`src/rtl/fpga_ssp_pkg.sv`:
```
// Shared types and defaults for the FPGA-to-ARM SSP transmit path.
// Holds the serializer state encoding and the bit-counter width helper.

package fpga_ssp_pkg;

    typedef enum logic {
        IDLE  = 1'b0,
        SHIFT = 1'b1
    } ssp_state_e;

    localparam int SSP_WORD_W     = 16;
    localparam int SSP_CLK_DIV    = 4;
    localparam int SSP_FIFO_DEPTH = 4;

    // Width able to hold WORD_W-1, never narrower than one bit.
    function automatic int ssp_cnt_w(input int word_w);
        return (word_w > 2) ? $clog2(word_w) : 1;
    endfunction

endpackage

```
`src/rtl/ssp_tx_fifo.sv`:
```
// Synchronous FIFO for the SSP transmitter: push/pop on i_pck0, data out is the head entry (0-cycle read).
// Full/empty are registered; a push while full is ignored even if a pop happens in the same cycle.

module ssp_tx_fifo #(
    parameter int WIDTH = 16,
    parameter int DEPTH = 4
) (
    input  logic             i_pck0,
    input  logic             i_rst,
    input  logic             i_push,
    input  logic [WIDTH-1:0] i_din,
    input  logic             i_pop,
    output logic [WIDTH-1:0] o_dout,
    output logic             o_full,
    output logic             o_empty
);

    localparam int AW = (DEPTH > 1) ? $clog2(DEPTH) : 1;
    localparam int CW = $clog2(DEPTH + 1);

    logic [WIDTH-1:0] r_mem [DEPTH];
    logic [AW-1:0]    r_wr_ptr;
    logic [AW-1:0]    r_rd_ptr;
    logic [CW-1:0]    r_count;
    logic             r_full;
    logic             r_empty;

    logic             w_push;
    logic             w_pop;
    logic [CW-1:0]    w_count_nxt;

    assign w_push      = i_push && !r_full;
    assign w_pop       = i_pop && !r_empty;
    assign w_count_nxt = r_count + CW'(w_push) - CW'(w_pop);

    // Storage has no reset so it can map onto distributed RAM.
    always_ff @(posedge i_pck0) begin
        if (w_push) begin
            r_mem[r_wr_ptr] <= i_din;
        end
    end

    always_ff @(posedge i_pck0) begin
        if (i_rst) begin
            r_wr_ptr <= '0;
            r_rd_ptr <= '0;
            r_count  <= '0;
            r_full   <= 1'b0;
            r_empty  <= 1'b1;
        end else begin
            if (w_push) begin
                r_wr_ptr <= r_wr_ptr + AW'(1);
            end
            if (w_pop) begin
                r_rd_ptr <= r_rd_ptr + AW'(1);
            end
            r_count <= w_count_nxt;
            r_full  <= (w_count_nxt == CW'(DEPTH));
            r_empty <= (w_count_nxt == '0);
        end
    end

    assign o_dout  = r_mem[r_rd_ptr];
    assign o_full  = r_full;
    assign o_empty = r_empty;

endmodule

```
`src/rtl/ssp_tx_serializer.sv`:
```
// MSB-first SSP transmitter (ssp_clk = pck0/(2*CLK_DIV)); push-to-frame 2..2*CLK_DIV+1 cycles, in_ready low while FIFO full.
// Define SSP_TX_PARITY_EN to append an even-parity bit period after each word's LSB.

module ssp_tx_serializer
    import fpga_ssp_pkg::*;
#(
    parameter int WORD_W     = SSP_WORD_W,
    parameter int CLK_DIV    = SSP_CLK_DIV,
    parameter int FIFO_DEPTH = SSP_FIFO_DEPTH
) (
    input  logic              pck0,
    input  logic              rst,
    input  logic              enable,
    input  logic [WORD_W-1:0] in_data,
    input  logic              in_valid,
    output logic              in_ready,
    output logic              ssp_clk,
    output logic              ssp_frame,
    output logic              ssp_din,
    output logic              busy,
    output logic              overflow
);

    localparam int CNT_W = ssp_cnt_w(WORD_W);
    localparam int DIV_W = $clog2(CLK_DIV);

    ssp_state_e        r_state;
    ssp_state_e        w_state_nxt;
    logic [WORD_W-1:0] r_shreg;
    logic [WORD_W-1:0] w_shreg_nxt;
    logic [CNT_W-1:0]  r_bit_cnt;
    logic [CNT_W-1:0]  w_bit_cnt_nxt;
    logic              r_frame;
    logic              w_frame_nxt;
    logic [DIV_W-1:0]  r_div_cnt;
    logic              r_ssp_clk;
    logic              r_overflow;

    logic              w_tc;
    logic              w_fall_ev;
    logic              w_full;
    logic              w_empty;
    logic              w_pop;
    logic              w_load;
    logic              w_can_load;
    logic [WORD_W-1:0] w_fifo_dout;

`ifdef SSP_TX_PARITY_EN
    logic              r_par;
    logic              w_par_nxt;
    logic              r_par_sent;
    logic              w_par_sent_nxt;
`endif

    ssp_tx_fifo #(
        .WIDTH (WORD_W),
        .DEPTH (FIFO_DEPTH)
    ) u_fifo (
        .i_pck0  (pck0),
        .i_rst   (rst),
        .i_push  (in_valid),
        .i_din   (in_data),
        .i_pop   (w_pop),
        .o_dout  (w_fifo_dout),
        .o_full  (w_full),
        .o_empty (w_empty)
    );

    assign w_tc       = (r_div_cnt == DIV_W'(CLK_DIV - 1));
    assign w_fall_ev  = w_tc && r_ssp_clk;
    assign w_can_load = enable && !w_empty;

    always_ff @(posedge pck0) begin
        if (rst) begin
            r_div_cnt  <= '0;
            r_ssp_clk  <= 1'b0;
            r_overflow <= 1'b0;
        end else begin
            if (w_tc) begin
                r_div_cnt <= '0;
                r_ssp_clk <= ~r_ssp_clk;
            end else begin
                r_div_cnt <= r_div_cnt + DIV_W'(1);
            end
            r_overflow <= r_overflow | (in_valid & w_full);
        end
    end

    always_ff @(posedge pck0) begin
        if (rst) begin
            r_state    <= IDLE;
            r_shreg    <= '0;
            r_bit_cnt  <= '0;
            r_frame    <= 1'b0;
`ifdef SSP_TX_PARITY_EN
            r_par      <= 1'b0;
            r_par_sent <= 1'b0;
`endif
        end else begin
            r_state    <= w_state_nxt;
            r_shreg    <= w_shreg_nxt;
            r_bit_cnt  <= w_bit_cnt_nxt;
            r_frame    <= w_frame_nxt;
`ifdef SSP_TX_PARITY_EN
            r_par      <= w_par_nxt;
            r_par_sent <= w_par_sent_nxt;
`endif
        end
    end

    // ssp_din is the shift register MSB, so clearing the register idles the line low.
    always_comb begin
        w_state_nxt   = r_state;
        w_shreg_nxt   = r_shreg;
        w_bit_cnt_nxt = r_bit_cnt;
        w_frame_nxt   = r_frame;
        w_pop         = 1'b0;
        w_load        = 1'b0;
`ifdef SSP_TX_PARITY_EN
        w_par_nxt      = r_par;
        w_par_sent_nxt = r_par_sent;
`endif
        if (w_fall_ev) begin
            case (r_state)
                IDLE: begin
                    if (w_can_load) begin
                        w_load = 1'b1;
                    end else begin
                        w_shreg_nxt = '0;
                        w_frame_nxt = 1'b0;
                    end
                end
                SHIFT: begin
                    if (r_bit_cnt != '0) begin
                        w_shreg_nxt   = {r_shreg[WORD_W-2:0], 1'b0};
                        w_bit_cnt_nxt = r_bit_cnt - CNT_W'(1);
                        w_frame_nxt   = 1'b0;
                    end
`ifdef SSP_TX_PARITY_EN
                    else if (!r_par_sent) begin
                        w_shreg_nxt    = {r_par, {(WORD_W-1){1'b0}}};
                        w_par_sent_nxt = 1'b1;
                        w_frame_nxt    = 1'b0;
                    end
`endif
                    else if (w_can_load) begin
                        w_load = 1'b1;
                    end else begin
                        w_state_nxt = IDLE;
                        w_shreg_nxt = '0;
                        w_frame_nxt = 1'b0;
                    end
                end
                default: begin
                    w_state_nxt = IDLE;
                    w_shreg_nxt = '0;
                    w_frame_nxt = 1'b0;
                end
            endcase
        end
        if (w_load) begin
            w_pop         = 1'b1;
            w_shreg_nxt   = w_fifo_dout;
            w_bit_cnt_nxt = CNT_W'(WORD_W - 1);
            w_frame_nxt   = 1'b1;
            w_state_nxt   = SHIFT;
`ifdef SSP_TX_PARITY_EN
            w_par_nxt      = ^w_fifo_dout;
            w_par_sent_nxt = 1'b0;
`endif
        end
    end

    assign in_ready  = !w_full;
    assign ssp_clk   = r_ssp_clk;
    assign ssp_frame = r_frame;
    assign ssp_din   = r_shreg[WORD_W-1];
    assign busy      = (r_state == SHIFT) || !w_empty;
    assign overflow  = r_overflow;

endmodule

```
`config.mk`:
```
export PLATFORM = sky130hd
export DESIGN_NAME = ssp_tx_serializer
export DESIGN_NICKNAME = d
export VERILOG_FILES = /design/src/rtl/fpga_ssp_pkg.sv /design/src/rtl/ssp_tx_fifo.sv /design/src/rtl/ssp_tx_serializer.sv
export SDC_FILE = /design/constraint.sdc
export NUM_CORES = 1
export LEC_CHECK = 0
export BUFFER_PORTS_ARGS = -buffer_cell sky130_fd_sc_hd__buf_4
export CELL_PAD_IN_SITES_DETAIL_PLACEMENT = 1
export CELL_PAD_IN_SITES_GLOBAL_PLACEMENT = 1
export CORE_AREA = 2 2 91 93
export DETAILED_ROUTE_END_ITERATION = 6
export DIE_AREA = 0 0 93 95
export GPL_TIMING_DRIVEN = 1
export PLACE_DENSITY = 0.87
export SETUP_SLACK_MARGIN = 0.05
export SKIP_LAST_GASP = 1
export SYNTH_ARGS = -nofsm -noshare
export SYNTH_HDL_FRONTEND = slang
export SYNTH_SLANG_ARGS = --single-unit
```
`constraint.sdc`:
```
create_clock -name pck0 -period 3.6 [get_ports pck0]
set_input_delay 0.18 -clock pck0 [delete_from_list [all_inputs] [get_ports pck0]]
set_output_delay 0.18 -clock pck0 [all_outputs]
set_load 0.02 [all_outputs]
```
==> After elaboration in Yosys (flattened, before gate mapping) <==
Memories as Yosys holds them, arrays and structs flattened. A register that Yosys moved wholly into a read port is not among the register bits.
Index checks and enable logic that the tools add are counted.
{ "totals": {"wordCells": 66, "input_bits": 20, "memories": 1, "regBits": 35, "ramBits": 64} }
{ "mem_list": {"columns": ["memory", "depth", "width", "rd", "rd_ports_with_merged_regs", "wr", "line_no", "text"], "rows": [
  ["u_fifo.r_mem", 4, 16, 1, 1, 1, "ssp_tx_fifo.sv:21", "logic [WIDTH-1:0] r_mem [DEPTH];"]
]} }
{ "op_classes": {"eq_ne": 2, "bitwise_logic": 4, "mux": 27, "addsub": 6, "reduce_logical": 14} }
{ "ops": {"columns": ["operator", "count"], "rows": [
  ["$mux 16", 4],
  ["$pmux 16 s2", 1],
  ["$mux 4", 4],
  ["$mux 1", 14],
  ["$add 2x1->2 const B", 3],
  ["$reduce_bool 2->1", 3],
  ["$logic_and 1x1->1", 4],
  ["$mux 2", 2],
  ["$pmux 1 s2", 2],
  ["$reduce_bool 4->1", 1],
  ["$sub 4x1->4 const B", 1],
  ["$add 3x1->3", 1],
  ["$eq 3x3->1 const B", 1],
  ["$logic_not 3->1", 1],
  ["$reduce_and 3->1", 1],
  ["$sub 3x1->3", 1],
  ["$eq 2x2->1 const B", 1],
  ["$logic_not 1->1", 2],
  ["$not 1->1", 2],
  ["$reduce_or 2->1", 1],
  ["$and 1x1->1", 1],
  ["$logic_or 1x1->1", 1],
  ["$or 1x1->1", 1]
]} }

==> Depth between registers and ports, before layout <==
{ "depth": {"depth_word": 10, "mapped_depth": 14, "depth_no_buf": 13} }

==> Cells and area by module <==
Synthesis repeated with hierarchy kept, for this count alone.
{ "unflattened": {"cells_unflattened": 253, "area_unflattened_um2": 3932.5} }
{ "by_module_without_submodules": {"columns": ["mod", "cells_per_inst", "n_inst", "seq_area_each_um2", "area_each_um2"], "rows": [
  ["ssp_tx_fifo", 133, 1, 2142.1, 2837.7],
  ["ssp_tx_serializer", 120, 1, 520.5, 1094.8]
]} }

==> Worst setup path after synthesis <==
Ideal clock, no wire load.
{ "synth_path": {"kind": "register -> register", "start": "register r_bit_cnt[0]", "end": "register u_fifo.r_full, in the netlist u_fifo.o_full", "stages_incl_launch_ff": 15, "n_path_buf": 1, "arrival_ns": 2.851, "period_less_slack_ns": 2.966, "setup_time_ns": 0.115, "setup_slack_ns": 0.634, "path_cell_list": "dfxtp_1 -> inv_1 -> ha_1 -> or3b_4 -> a2111oi_4 -> buf_6 -> ha_1 -> inv_1 -> ha_1 -> inv_1 -> fa_1 -> xor2_1 -> xnor2_1 -> nor2_1 -> and3_1"} }
{ "synth_via": {"elab_chain_cells": 8} }
{ "synth_rtl": {"columns": ["item", "line_no", "text"], "rows": [
  ["start: declaration", "ssp_tx_serializer.sv:31", "logic [CNT_W-1:0] r_bit_cnt;"],
  ["start signal: assignment", "ssp_tx_serializer.sv:102", "r_bit_cnt <= w_bit_cnt_nxt;"],
  ["$reduce_bool 4->1", "ssp_tx_serializer.sv:134", "if (r_bit_cnt != '0) begin"],
  ["$mux 1", "ssp_tx_serializer.sv:134", null],
  ["$pmux 1 s2", "ssp_tx_serializer.sv:124", "case (r_state)"],
  ["$mux 1", "ssp_tx_serializer.sv:123", "if (w_fall_ev) begin"],
  ["$mux 1", "ssp_tx_serializer.sv:161", "if (w_load) begin"],
  ["$logic_and 1x1->1", "ssp_tx_fifo.sv:33", "assign w_pop = i_pop && !r_empty;"],
  ["net u_fifo.w_pop", "ssp_tx_fifo.sv:29", "logic w_pop;"],
  ["$sub 3x1->3", "ssp_tx_fifo.sv:34", "assign w_count_nxt = r_count + CW'(w_push) - CW'(w_pop);"],
  ["$eq 3x3->1", "ssp_tx_fifo.sv:58", "r_full <= (w_count_nxt == CW'(DEPTH));"],
  ["end signal: assignment", "ssp_tx_fifo.sv:58", null],
  ["end: declaration", "ssp_tx_fifo.sv:25", "logic r_full;"]
]} }
The timed path passes the listed nets, and every way through them passes these cells.
A chain may end at the register's enable or synchronous reset.

==> Worst setup path after layout <==
{ "layout_path": {"start": "register r_bit_cnt[0]", "end": "register u_fifo.r_full, in the netlist u_fifo.o_full"} }
{ "layout_via": {"elab_chain_cells": 8} }
{ "layout_rtl": {"columns": ["item", "line_no"], "rows": [
  ["$reduce_bool 4->1", "ssp_tx_serializer.sv:134"],
  ["$mux 1", "ssp_tx_serializer.sv:134"],
  ["$pmux 1 s2", "ssp_tx_serializer.sv:124"],
  ["$mux 1", "ssp_tx_serializer.sv:123"],
  ["$mux 1", "ssp_tx_serializer.sv:161"],
  ["$logic_and 1x1->1", "ssp_tx_fifo.sv:33"],
  ["$sub 3x1->3", "ssp_tx_fifo.sv:34"],
  ["$eq 3x3->1", "ssp_tx_fifo.sv:58"]
]} }
Every way passes these cells.

==> results.sh <==
export IMPL_status="finished, final reports clean"
export IMPL_max_cap_violations=0
export IMPL_area_delta_synth_final_pct=15.3
export IMPL_insertion_delay_ps=370
export IMPL_critical_path_cell_chain="inv_1 -> ha_1 -> or3b_4 -> a2111oi_4 -> ha_1 -> inv_1 -> ha_1 -> inv_1 -> fa_1 -> xor2_1 -> xnor2_1 -> nor2_1 -> and3_1"
export IMPL_post_cts_resized=0
export IMPL_worstPathMaxFanout=5
export IMPL_synthDistinctLibCells=35
export IMPL_switching_share_pct=24.1
export IMPL_overflow=0
export IMPL_viasPerCell=5.44
export IMPL_vias=2150
export IMPL_die_x_um=93
export IMPL_die_y_um=95
export IMPL_synth_common_cells="edfxtp_1 (64), dfxtp_1 (37), nor2_1 (22), inv_1 (19), mux4_2 (16)"
export IMPL_setup_viol=0
export IMPL_syn_area_per_cell_um2=15.5
export IMPL_synth_cell_area_mm2=0.00387
export IMPL_timing_hold_ws_ps=18.9
export IMPL_grt_antenna_before_repair=0
export IMPL_synth_area_leaders="edfxtp_1 (50%), dfxtp_1 (19%), mux4_2 (9.3%), ha_1 (2.9%), nor2_1 (2.1%)"
export IMPL_power_density_mw_per_mm2=520
export IMPL_clkPwrFrac_pct=32.9
export IMPL_htreeDepth=3
export IMPL_grt_pass1_wl_mm=12.0
export IMPL_hold_class="in -> reg"
export IMPL_yosysTopAreaCell="edfxtp_1"
export IMPL_detail_route_iter0_violations=148
export IMPL_rsz0062_at_grt="no"
export IMPL_post_place_cells=369
export IMPL_cp_required_ps=3870
export IMPL_critical_path_slowest_cell="or3b_4"
export IMPL_slew_headroom_pct=39.2
export IMPL_rows=33
export IMPL_ys_ff_latch=101
export IMPL_grt_pass1_vias=2310
export IMPL_power_switching_uw=560
export IMPL_wl_mm=7.39
export IMPL_synthCells=250
export IMPL_routedWlPerCell_um=18.7
export IMPL_period_share_pct=82.6
export IMPL_firstDrtPassIters=5
export IMPL_yosysSeqAreaShare_pct=68.8
export IMPL_instances_no_fill=395
export IMPL_synth_top_area_share_pct=49.7
export IMPL_cts_tree="built"
export IMPL_start_util_pct=48.8
export IMPL_fin_setup_tns_ps=0
export IMPL_p_leak_uw=0.00157
export IMPL_start_kind="register"
export IMPL_ant_nets=0
export IMPL_cp_top_family="adder cells"
export IMPL_grtUsageTotal_pct=18.7
export IMPL_clkSinkCount=101
export IMPL_port_buffers=25
export IMPL_fillers=784
export IMPL_dieArea_mm2=0.00884
export IMPL_min_period_ps=2970
export IMPL_synth_warnings=0
export IMPL_cp_end_kind="register"
export IMPL_crit_buf_inv=3
export IMPL_io_pins=26
export IMPL_finClkSkew_ps=13.6
export IMPL_synth_most_common_cell="edfxtp_1"
export IMPL_num_antenna_cells=0
export IMPL_cts_root_buffer="clkbuf_8"
export IMPL_seq_area_mm2=0.00266
export IMPL_worst_pin_slew_ps=913
export IMPL_slew_violations=0
export IMPL_post_route_drc_count=0
export IMPL_grt_max_degree=39
export IMPL_slowest_delay_ps=420
export IMPL_finalWeightedCongestion=0.830
export IMPL_drive_gt1_share_pct=21.7
export IMPL_clk_pin_slew_ps=110
export IMPL_ir_drop_mv=0.315
export IMPL_multi_input_area_mm2=0.00107
export IMPL_synth_edf_count=64
export IMPL_numCtsBuffers=9
export IMPL_cts_path_max_buffers=2
export IMPL_crit_arrival_ps=3250
export IMPL_syn_num_nets=280
export IMPL_fin_nets=315
export IMPL_finalHoldViolations=0
export IMPL_p_comb_share_pct=9.1
export IMPL_internal_power_uw=1760
export IMPL_core_mm2=0.00793
export IMPL_crit_type="reg -> reg"
export IMPL_dpl_hpwl_mm=4.75
export IMPL_seqPwrFrac_pct=58.1
export IMPL_synthArstFlopShare_pct=0
export IMPL_timing_fmax_ghz=0.336
export IMPL_synthFlopType="edfxtp_1"
[cell usage in the layout, fill, tap and decap left out, types with 4 or more instances in the layout]
| cell type | instances |
|---|---|
| a21oi_1 | 7 |
| a222oi_1 | 6 |
| a22oi_1 | 10 |
| and2_1 | 6 |
| buf_4 | 28 |
| clkbuf_8 | 10 |
| dfxtp_1 | 37 |
| dlygate4sd3_1 | 10 |
| edfxtp_1 | 64 |
| ha_1 | 9 |
| inv_1 | 19 |
| mux4_2 | 16 |
| nor2_1 | 22 |
| o22ai_1 | 9 |
| xnor2_1 | 4 |
[per-layer routing]
| metal | track usage [%] | part of all wire (%) | vias to the layer above |
|---|---|---|---|
| li1 | - | - | 1011 |
| met2 | 33.5 | 54 | 32 |
| met3 | 3.59 | 2.6 | 10 |
| met5 | 0 | 0 | - |
| met4 | 9.19 | 1.9 | 0 |
| met1 | 21.4 | 42 | 1097 |
[stage by stage]
stage	utilization, %	total power, uW	instance area (um^2)	setup WS [ps]
after floorplan	-	1490	3870	634
after global placement	52.3	1560	4150	761
after detailed placement	52.3	1580	4150	591
after CTS	56.3	2340	4460	607
after global routing	56.3	2400	4460	480
final	56.3	2320	4460	626
[cell families (layout without fill, tap and decap cells)]
kind of cell    count (synthesis)  count (layout)  share of synthesized area, %
flops                         101             101                          68.8
simple gates                   46              46                          5.95
compound gates                 39              39                          7.83
buf+inv                        33              73                          3.53
mux                            16              16                          9.31
fa+ha+maj                      10              10                          3.43
xor+xnor                        5               5                          1.13
[area by class of cell]
class | instances | area share (%)
clock buffer | 10 | 3.09
clock inverter | 6 | 1.71
inverter | 19 | 1.60
multi-input combinational | 116 | 24.0
sequential | 101 | 59.7
tap | 105 | 2.95
timing repair buffer | 38 | 6.96
[final timing paths]
path | depth (start not counted) | to | slack [ps] | startpoint
hold / removal | 1 | u_fifo.r_mem[2][6]$_DFFE_PP_ | 20 | in_data[6]
setup / recovery | 13 | u_fifo.o_full$_SDFF_PP0_ | 630 | r_bit_cnt[0]$_SDFFE_PP0P_
hold reg to reg | 1 | r_div_cnt[0]$_SDFF_PP0_ | 450 | r_div_cnt[0]$_SDFF_PP0_
setup reg to reg | 13 | u_fifo.o_full$_SDFF_PP0_ | 630 | r_bit_cnt[0]$_SDFFE_PP0P_
[flip-flops by register name (all words and copies together) (netlist names), named ones only]
name and count:
u_fifo.r_wr_ptr 2, u_fifo.r_rd_ptr 2, u_fifo.o_empty 1, r_shreg 16
u_fifo.r_count 3, ssp_clk 1, r_bit_cnt 4, u_fifo.r_mem 64
ssp_frame 1, r_state 1, r_div_cnt 2, overflow 1
u_fifo.o_full 1
[power groups by stage]
stage	sequential [uW]	combinational, uW	clock, uW
after floorplan	1360	128	0
after global placement	1370	192	0
after detailed placement	1370	204	0
after CTS	1350	214	776
after global routing	1350	233	815
final	1350	210	762
[repair_timing]
item,in CTS,in global routing
hold buffers,10,0
buffers inserted,0,0
hold endpoints to repair,38,0
Power figures use the tool's default switching activity.
